$ cat config.mk
export PLATFORM = sky130hd
export DESIGN_NAME = conv_encoder
export DESIGN_NICKNAME = d
export VERILOG_FILES = /design/src/rtl/conv_pkg.sv /design/src/rtl/conv_parity.sv /design/src/rtl/conv_encoder.sv
export SDC_FILE = /design/constraint.sdc
export NUM_CORES = 1
export LEC_CHECK = 0
export CAP_MARGIN = 40
export CORE_UTILIZATION = 46
export CTS_CLUSTER_SIZE = 28
export DETAILED_ROUTE_END_ITERATION = 10
export PLACE_DENSITY = 0.69
export REMOVE_ABC_BUFFERS = 1
export SYNTH_ARGS = -nofsm -noshare
export SYNTH_HDL_FRONTEND = slang
export SYNTH_SLANG_ARGS = --single-unit
$ cat constraint.sdc
create_clock -name clk -period 2.22 [get_ports clk]
set_clock_uncertainty 0.2 [all_clocks]
set_input_delay 0.222 -clock clk [delete_from_list [all_inputs] [get_ports clk]]
set_output_delay 0.222 -clock clk [all_outputs]
set_load 0.05 [all_outputs]
$ cat src/rtl/conv_pkg.sv
// ---------------------------------------------------------------------------
// conv_pkg -- shared constants for the K=7, rate-1/2 convolutional encoder.
//
// Contents:
//   K, TAIL_LEN_DEF    constraint length and default zero-tail length (K-1)
//   G1, G2             generator polynomials (171 / 133 octal)
//   ST_*               FSM state encodings used by conv_encoder
//   conv_tap()         parity of one generator against (u, history)
// ---------------------------------------------------------------------------
package conv_pkg;

   localparam int K            = 7;
   localparam int TAIL_LEN_DEF = K - 1;

   localparam logic [6:0] G1 = 7'o171;
   localparam logic [6:0] G2 = 7'o133;

   localparam logic [2:0] ST_IDLE   = 3'd0;
   localparam logic [2:0] ST_SHOW_X = 3'd1;
   localparam logic [2:0] ST_SHOW_Y = 3'd2;
   localparam logic [2:0] ST_TAIL_X = 3'd3;
   localparam logic [2:0] ST_TAIL_Y = 3'd4;

   // Generator MSB taps the incoming bit u, the next bit taps s[0] (newest),
   // down to the LSB which taps s[5] (oldest).
   function automatic logic conv_tap(input logic [6:0] g, input logic u,
                                     input logic [5:0] s);
      logic [6:0] reg_v;
      reg_v = {u, s[0], s[1], s[2], s[3], s[4], s[5]};
      return ^(g & reg_v);
   endfunction

endpackage

$ cat src/rtl/conv_parity.sv
// ---------------------------------------------------------------------------
// conv_parity -- combinational X/Y parity for the K=7 convolutional code.
//
// Ports:
//   u   in   incoming bit
//   s   in   6-bit history, s[0] newest
//   x   out  G1 parity (u^s0^s1^s2^s5)
//   y   out  G2 parity (u^s1^s2^s4^s5)
// ---------------------------------------------------------------------------
module conv_parity
   import conv_pkg::*;
(
   input  logic       u,
   input  logic [5:0] s,
   output logic       x,
   output logic       y
);

   assign x = conv_tap(G1, u, s);
   assign y = conv_tap(G2, u, s);

endmodule

$ cat src/rtl/conv_encoder.sv
// ---------------------------------------------------------------------------
// conv_encoder -- serial K=7 convolutional encoder (G1=171 -> X, G2=133 -> Y)
// with a zero tail of TAIL_LEN bits appended after the frame's last bit.
// Coded bits leave serially, X then Y, one cycle after the input accept.
//
// Optional feature: define CONV_PUNCTURE_EN to add port rate_sel
// (0 = rate 1/2, 1 = rate 2/3, captured at the frame's first accept).
//
// Ports:
//   clk        in   clock, rising edge
//   reset      in   synchronous active-high reset
//   in_bits    in   data bit
//   in_valid   in   in_bits valid
//   in_last    in   in_bits is the final data bit of the frame
//   rate_sel   in   (CONV_PUNCTURE_EN only) puncture select
//   in_ready   out  encoder takes a bit this cycle
//   out_bits   out  coded bit
//   out_valid  out  out_bits valid
//   out_last   out  final coded bit of the frame
// ---------------------------------------------------------------------------
module conv_encoder
   import conv_pkg::*;
#(
   parameter int TAIL_LEN = TAIL_LEN_DEF
)
(
   input  logic clk,
   input  logic reset,
   input  logic in_bits,
   input  logic in_valid,
   input  logic in_last,
`ifdef CONV_PUNCTURE_EN
   input  logic rate_sel,
`endif
   output logic in_ready,
   output logic out_bits,
   output logic out_valid,
   output logic out_last
);

   localparam logic [2:0] TAIL_LAST = 3'(TAIL_LEN);

   logic [2:0] state_r;
   logic [5:0] hist_r;
   logic       y_hold_r;
   logic       last_r;
   logic [2:0] tail_cnt_r;

   logic       accept_s;
   logic       load_tail_s;
   logic       load_bit_s;
   logic       u_s;
   logic       x_s;
   logic       y_s;
   logic       puncture_s;
   logic [2:0] tail_nxt_s;

   // Ready is withheld in SHOW_Y once in_last was taken: the tail starts there.
   assign in_ready    = (state_r == ST_IDLE) |
                        ((state_r == ST_SHOW_Y) & ~last_r);
   assign accept_s    = in_valid & in_ready;
   assign load_tail_s = ((state_r == ST_SHOW_Y) & last_r) |
                        ((state_r == ST_TAIL_Y) & (tail_cnt_r != TAIL_LAST));
   assign load_bit_s  = accept_s | load_tail_s;
   assign u_s         = accept_s ? in_bits : 1'b0;
   assign tail_nxt_s  = (state_r == ST_SHOW_Y) ? 3'd1 : (tail_cnt_r + 3'd1);

   conv_parity u_parity (
      .u (u_s),
      .s (hist_r),
      .x (x_s),
      .y (y_s)
   );

`ifdef CONV_PUNCTURE_EN
   logic phase_r;
   logic rate_r;
   logic in_frame_r;
   logic end_frame_s;

   // Phase is 0 at every frame's first bit, so a stale rate_r never punctures it.
   assign puncture_s  = rate_r & phase_r;
   assign end_frame_s = (state_r == ST_TAIL_Y) & (tail_cnt_r == TAIL_LAST);

   // Puncture phase and per-frame rate capture.
   always_ff @(posedge clk) begin
      if (reset) begin
         phase_r    <= 1'b0;
         rate_r     <= 1'b0;
         in_frame_r <= 1'b0;
      end else if (end_frame_s) begin
         phase_r    <= 1'b0;
         in_frame_r <= 1'b0;
      end else if (load_bit_s) begin
         phase_r    <= ~phase_r;
         in_frame_r <= 1'b1;
         if (!in_frame_r) begin
            rate_r <= rate_sel;
         end
      end
   end
`else
   assign puncture_s = 1'b0;
`endif

   // Encoder FSM, history shift register and registered serial output.
   always_ff @(posedge clk) begin
      if (reset) begin
         state_r    <= ST_IDLE;
         hist_r     <= 6'd0;
         y_hold_r   <= 1'b0;
         last_r     <= 1'b0;
         tail_cnt_r <= 3'd0;
         out_bits   <= 1'b0;
         out_valid  <= 1'b0;
         out_last   <= 1'b0;
      end else if (load_bit_s) begin
         // New data or tail bit: present X now and park Y for the next cycle.
         hist_r    <= {hist_r[4:0], u_s};
         y_hold_r  <= y_s;
         last_r    <= accept_s & in_last;
         out_valid <= 1'b1;
         if (load_tail_s) begin
            tail_cnt_r <= tail_nxt_s;
         end else begin
            tail_cnt_r <= tail_cnt_r;
         end
         if (puncture_s) begin
            out_bits <= y_s;
            out_last <= load_tail_s & (tail_nxt_s == TAIL_LAST);
            state_r  <= load_tail_s ? ST_TAIL_Y : ST_SHOW_Y;
         end else begin
            out_bits <= x_s;
            out_last <= 1'b0;
            state_r  <= load_tail_s ? ST_TAIL_X : ST_SHOW_X;
         end
      end else begin
         case (state_r)
            ST_SHOW_X: begin
               out_bits <= y_hold_r;
               state_r  <= ST_SHOW_Y;
            end
            ST_TAIL_X: begin
               out_bits <= y_hold_r;
               out_last <= (tail_cnt_r == TAIL_LAST);
               state_r  <= ST_TAIL_Y;
            end
            ST_TAIL_Y: begin
               // Tail complete: next frame starts from the zero state.
               state_r    <= ST_IDLE;
               hist_r     <= 6'd0;
               tail_cnt_r <= 3'd0;
               out_bits   <= 1'b0;
               out_valid  <= 1'b0;
               out_last   <= 1'b0;
            end
            ST_IDLE, ST_SHOW_Y: begin
               // Upstream starved: pause output, history kept mid-frame.
               state_r   <= ST_IDLE;
               out_bits  <= 1'b0;
               out_valid <= 1'b0;
               out_last  <= 1'b0;
            end
            default: begin
               state_r    <= ST_IDLE;
               hist_r     <= 6'd0;
               last_r     <= 1'b0;
               tail_cnt_r <= 3'd0;
               out_bits   <= 1'b0;
               out_valid  <= 1'b0;
               out_last   <= 1'b0;
            end
         endcase
      end
   end

endmodule

-- Word-level counts from Yosys, hierarchy flattened
Cells that the tools add are included.
- shift-type cells: 0
- div/mod/pow operators: 0
- reduce and logical (&&, ||, !) cells: 8
- $add $sub $neg: 1
- equal/unequal tests: 10
- mux-type cells: 17
- bitwise logic cells: 9
- $mul: 0
- order comparisons: 0
- operators with widths (operator ; number):
    $mux W3 ; 5
    $reduce_xor A7 Y1 ; 2
    $mux W6 ; 2
    $mux W1 ; 7
    $eq A3 B2 Y1 const B ; 2
    $eq A3 B3 Y1 const B ; 2
    $ne A2 B1 Y1 const B ; 3
    $pmux W3 S2 ; 1
    $and A1 B1 Y1 ; 5
    $reduce_or A5 Y1 ; 1
    $reduce_or A2 Y1 ; 2
    $reduce_or A4 Y1 ; 1
    $add A3 B1 Y3 const B ; 1
    $eq A3 B1 Y1 const B ; 1
    $logic_not A3 Y1 ; 1
    $ne A3 B3 Y1 const B ; 1
    $or A1 B1 Y1 ; 3
    $mux W2 ; 1
    $ne A2 B2 Y1 const B ; 1
    $pmux W1 S2 ; 1
    $reduce_and A2 Y1 ; 1
    $not A1 Y1 ; 1
- output and inout bits: 4
- logic and storage cells: 53
- RAM bits: 0
- bits in registers: 17
- bits in read-only memories: 0
- memories kept: 0
- latch bits: 0

-- Depth between registers and ports, before layout
- depth in word-level cells: 7
- depth in mapped cells: 6

-- Hierarchy
A second synthesis with hierarchy kept.
- cells, all modules: 89
- area, all modules: 854.6 sq um
- modules (own cells, without submodules) (module ; sequential area each (sq um) ; cells an instance ; instances ; area an instance (sq um)):
    conv_encoder ; 340.3 ; 85 ; 1 ; 782.0
    conv_parity ; 0.0 ; 4 ; 1 ; 72.6

-- Worst setup path before layout
Ideal clock, no wire load.
- path type: reg-to-reg
- start point: register state_r[1]
- end point: register y_hold_r
- arrival: 1.811 ns
- cell stages (with the launch flop): 6
- path buffers: 1
- setup time: 0.117 ns
- required time: 1.903 ns
- slack: 0.092 ns
- cells stage by stage: dfxtp_1 > buf_6 > a211oi_4 > and3_4 > xnor3_1 > a32o_1
- word-level cells in the longest chain between the ends: 6
- elaborated cells on any way between the ends: 12
- those cells by class: eq/ne: 2; mux: 1; bitwise: 7; reduce/logical: 2
- ends and longest elaborated chain (element ; line ; text):
    from (decl) ; conv_encoder.sv:43 ; logic [2:0] state_r;
    from (signal assigned) ; conv_encoder.sv:131 ; state_r <= load_tail_s ? ST_TAIL_Y : ST_SHOW_Y;
    from (signal assigned) ; conv_encoder.sv:135 ; state_r <= load_tail_s ? ST_TAIL_X : ST_SHOW_X;
    $eq A3 B2 Y1 ; conv_encoder.sv:60 ; ((state_r == ST_SHOW_Y) & ~last_r);
    $and A1 B1 Y1 ; conv_encoder.sv:60 ;
    $or A1 B1 Y1 * ; conv_encoder.sv:59 ; assign in_ready = (state_r == ST_IDLE) |
    named net in_ready ; conv_encoder.sv:35 ; output logic in_ready,
    $and A1 B1 Y1 * ; conv_encoder.sv:61 ; assign accept_s = in_valid & in_ready;
    $mux W1 ; conv_encoder.sv:65 ; assign u_s = accept_s ? in_bits : 1'b0;
    $reduce_xor A7 Y1 ; conv_pkg.sv:30 ; return ^(g & reg_v);
    to (signal assigned) ; conv_encoder.sv:120 ; y_hold_r <= y_s;
    to (decl) ; conv_encoder.sv:45 ; logic y_hold_r;
The timed path passes the listed nets; every way through them passes the cells marked *.
A chain may end at the register's enable or synchronous reset.

-- Worst setup path after layout
- start point: register state_r[1]
- end point: register hist_r[2]
- word-level cells in the longest chain between the ends: 6
- elaborated cells on any way between the ends: 15
- those cells by class: eq/ne: 5; mux: 1; bitwise: 7; reduce/logical: 2
- ends and longest elaborated chain (element ; line ; text):
    $eq A3 B2 Y1 ; conv_encoder.sv:60, conv_encoder.sv:62, conv_encoder.sv:138 ;
    $and A1 B1 Y1 ; conv_encoder.sv:60 ;
    $or A1 B1 Y1 ; conv_encoder.sv:59 ;
    $and A1 B1 Y1 ; conv_encoder.sv:61 ;
    $or A1 B1 Y1 ; conv_encoder.sv:64 ; assign load_bit_s = accept_s | load_tail_s;
    $ne A2 B1 Y1 (no line) / $mux W6 (equally long branches) ; -- ;
    to (signal assigned) ; conv_encoder.sv:119 ; hist_r <= {hist_r[4:0], u_s};
    to (decl) ; conv_encoder.sv:44 ; logic [5:0] hist_r;
Parallel ways exist; a longest one is shown, timed or not.

==> impl_metrics.py <==
metrics = {
    "run_status": {
        "status": "finished, final reports clean",
    },
    "power_and_ir_drop": {
        "powerDensity_mw_per_mm2": 615,
        "power_mw": 0.583,
        "vdd_ir_drop_max_mv": 0.392,
        "p_leak_nw": 0.400,
    },
    "finish": {
        "fillCellCount": 133,
        "register_area_um2": 340,
        "diodes": 0,
        "fin_util": 0.601,
        "synthToLayoutAreaGrowth_pct": 16.1,
        "nNetsFinal": 100,
        "fin_cells": 108,
        "multi_input_area_um2": 429,
        "drive_gt1_frac": 0.185,
    },
    "synthesis": {
        "synth_area_um2": 816,
        "ys_ff_latch": 17,
        "async_flop_share": 0,
        "yosysMostFrequentCell": "dfxtp_1",
        "synthDistinctLibCells": 34,
        "post-synth-top-area-cell": "dfxtp_1",
        "dominantRegCellSynth": "dfxtp_1",
        "yosys-top-cells-count": "dfxtp_1, a21oi_1, a22o_1",
        "synth_area_leaders": "dfxtp_1, a22o_1, xnor3_1",
        "synth_area_per_cell_um2": 10.3,
        "yosys_warnings": 0,
        "synth_seq_area_share": 0.417,
        "syn_inst": 79,
        "synth_top_area_frac": 0.417,
        "synth-edff-count": 0,
    },
    "critical_path": {
        "critical-path-max-stage-delay_ns": 0.56,
        "rr_worst_depth": 4,
        "endpoint": "hist_r[2]",
        "crit_path_max_fanout": 10,
        "end_kind": "flip-flop",
        "r2r_slack_ns": 0.30,
        "slowest_stage": "dfxtp_1",
        "start_kind": "flip-flop",
        "cp.arrival_ns": 1.96,
        "worstPathCellList": "a21oi_1 -> or2_2 -> a211oi_4 -> a22o_1",
        "crit_type": "flip-flop to flip-flop",
        "startpoint": "state_r[1]",
        "r2r_end": "hist_r[2]",
        "reg2reg_from": "state_r[1]",
        "required_ns": 2.27,
    },
    "die": {
        "fp.dieH_um": 44.1,
        "num_io_pins": 9,
        "die-area_mm2": 0.00195,
        "rows": 14,
        "die_w_um": 44.1,
        "core_mm2": 0.00158,
        "initial_core_util": 0.517,
    },
    "clocking": {
        "cts.clk_slew.worst_paths_ns": 0.10,
        "cts_buffer_depth": 2,
        "postCtsSetupBuffers": 0,
        "cts_tree": "done",
        "htree_levels": 1,
        "cts.sinks": 17,
        "cts-root-buf": "clkbuf_4",
        "cts_resized": 0,
        "clk_latency_ns": 0.30,
        "numCtsBuffers": 3,
        "hold_buffers": 0,
    },
    "global_routing": {
        "grt_max_degree": 14,
        "grt_pass1_vias": 559,
        "gr-total-overflow": 0,
        "grtUsageTotal": 0.171,
        "antenna_found_initial": 0,
        "grt_pass1_wl_um": 2400,
    },
    "sta": {
        "finalHoldViolations": 0,
        "maxSlewViolCount": 0,
        "layout_setup_ws_ns": 0.302,
        "clock.fmax_mhz": 521,
        "relSlewSlack": 0.664,
        "period_minus_slack_ns": 1.92,
        "fin_crit_sh": 0.864,
        "rsz0062_at_grt": "false",
        "setup_viol_count_final": 0,
        "worst_pin_slew_ns": 0.502,
        "fin_setup_tns_ns": 0,
    },
    "placed_design": {
        "dp_slack_ns": 0.234,
        "dp_hpwl_um": 1120,
        "place.port_buffers": 8,
        "dp.cells": 104,
        "gp_congestion": 0.807,
    },
    "worst_hold_path": {
        "hold_start": "out_valid",
        "min-delay-path-class": "flip-flop to flip-flop",
    },
    "routing": {
        "num_vias": 642,
        "drc": 0,
        "wl_per_cell_um": 14.1,
        "ant_nets": 0,
        "via_per_inst": 5.94,
        "dr.pass1.iters": 4,
        "postRouteWirelength_um": 1520,
        "drt_first_iter_violations": 16,
    },
    "run": {
        "timing.max_cap.violations": 0,
    },
}
## kinds of logic after synthesis
logic type	share of synthesized area
AO/OA/AOI/OAI	0.255
AND/OR/NAND/NOR	0.164
buffers and inverters	0.0567
XOR/XNOR	0.0767
adder cells (fa/ha/maj)	0.0307
flip-flops	0.417
## worst min-delay path by stage
stage | endpoint | slack (ns) | cells past startpoint
after floorplan | last_r | 0.09 | 1
after global placement | out_valid | 0.24 | 1
after detailed placement | out_valid | 0.25 | 1
after CTS | out_valid | 0.28 | 1
after global routing | last_r | 0.30 | 3
final | out_valid | 0.27 | 1
## layout make-up
| type | instances | area share |
|---|---|---|
| multi-input combinational | 54 | 0.453 |
| timing repair buffer | 13 | 0.122 |
| clock buffer | 3 | 0.0238 |
| clock inverter | 1 | 0.00528 |
| tap | 16 | 0.0211 |
| sequential | 17 | 0.359 |
| inverter | 4 | 0.0159 |
## registers in the layout (all words and copies together) (netlist names)
signal / cells
hist_r: 6
last_r: 1
out_bits: 1
out_last: 1
out_valid: 1
state_r: 3
tail_cnt_r: 3
y_hold_r: 1
## stage by stage
stage | area (µm²) | hold slack, ns
after floorplan | 785 | 0.0911
after global placement | 920 | 0.243
after detailed placement | 920 | 0.247
after CTS | 947 | 0.277
after global routing | 947 | 0.296
final | 947 | 0.269
## per-layer routing
metal | wire length [µm] | global-route usage
met2 | 691 | 0.282
met5 | 0 | 0
met3 | 57 | 0.0490
met4 | 14 | 0.0545
met1 | 757 | 0.216
## worst max-delay path: cells and delay by family (launching register included)
family / cells / cell delay, ns
flops: 1 / 0.56
compound gates: 3 / 0.80
simple gates: 1 / 0.31
## power by group
group / switching [mW] / internal [mW]
registers: 0.0103 / 0.314
clock network: 0.104 / 0.0672
logic: 0.0459 / 0.0413
## placed cells by master (no fill, tap or decap), drive strengths merged
master / count
nor2b: 1
a211oi: 2
dfxtp: 17
xnor3: 2
ha: 2
nor2: 4
o21a: 1
a32o: 2
clkdlybuf4s50: 7
nand2: 4
buf: 6
and2: 2
and3b: 1
nand2b: 1
o21ai: 1
inv: 4
or3: 2
and3: 1
a41o: 1
a31oi: 3
nor3b: 1
nand3: 2
o2111ai: 1
nand4b: 1
clkinv: 1
a21oi: 6
xnor2: 1
nor3: 1
clkbuf: 3
xor2: 1
or2: 2
a22o: 6
a21o: 2
(Power assumes the default switching activity.)
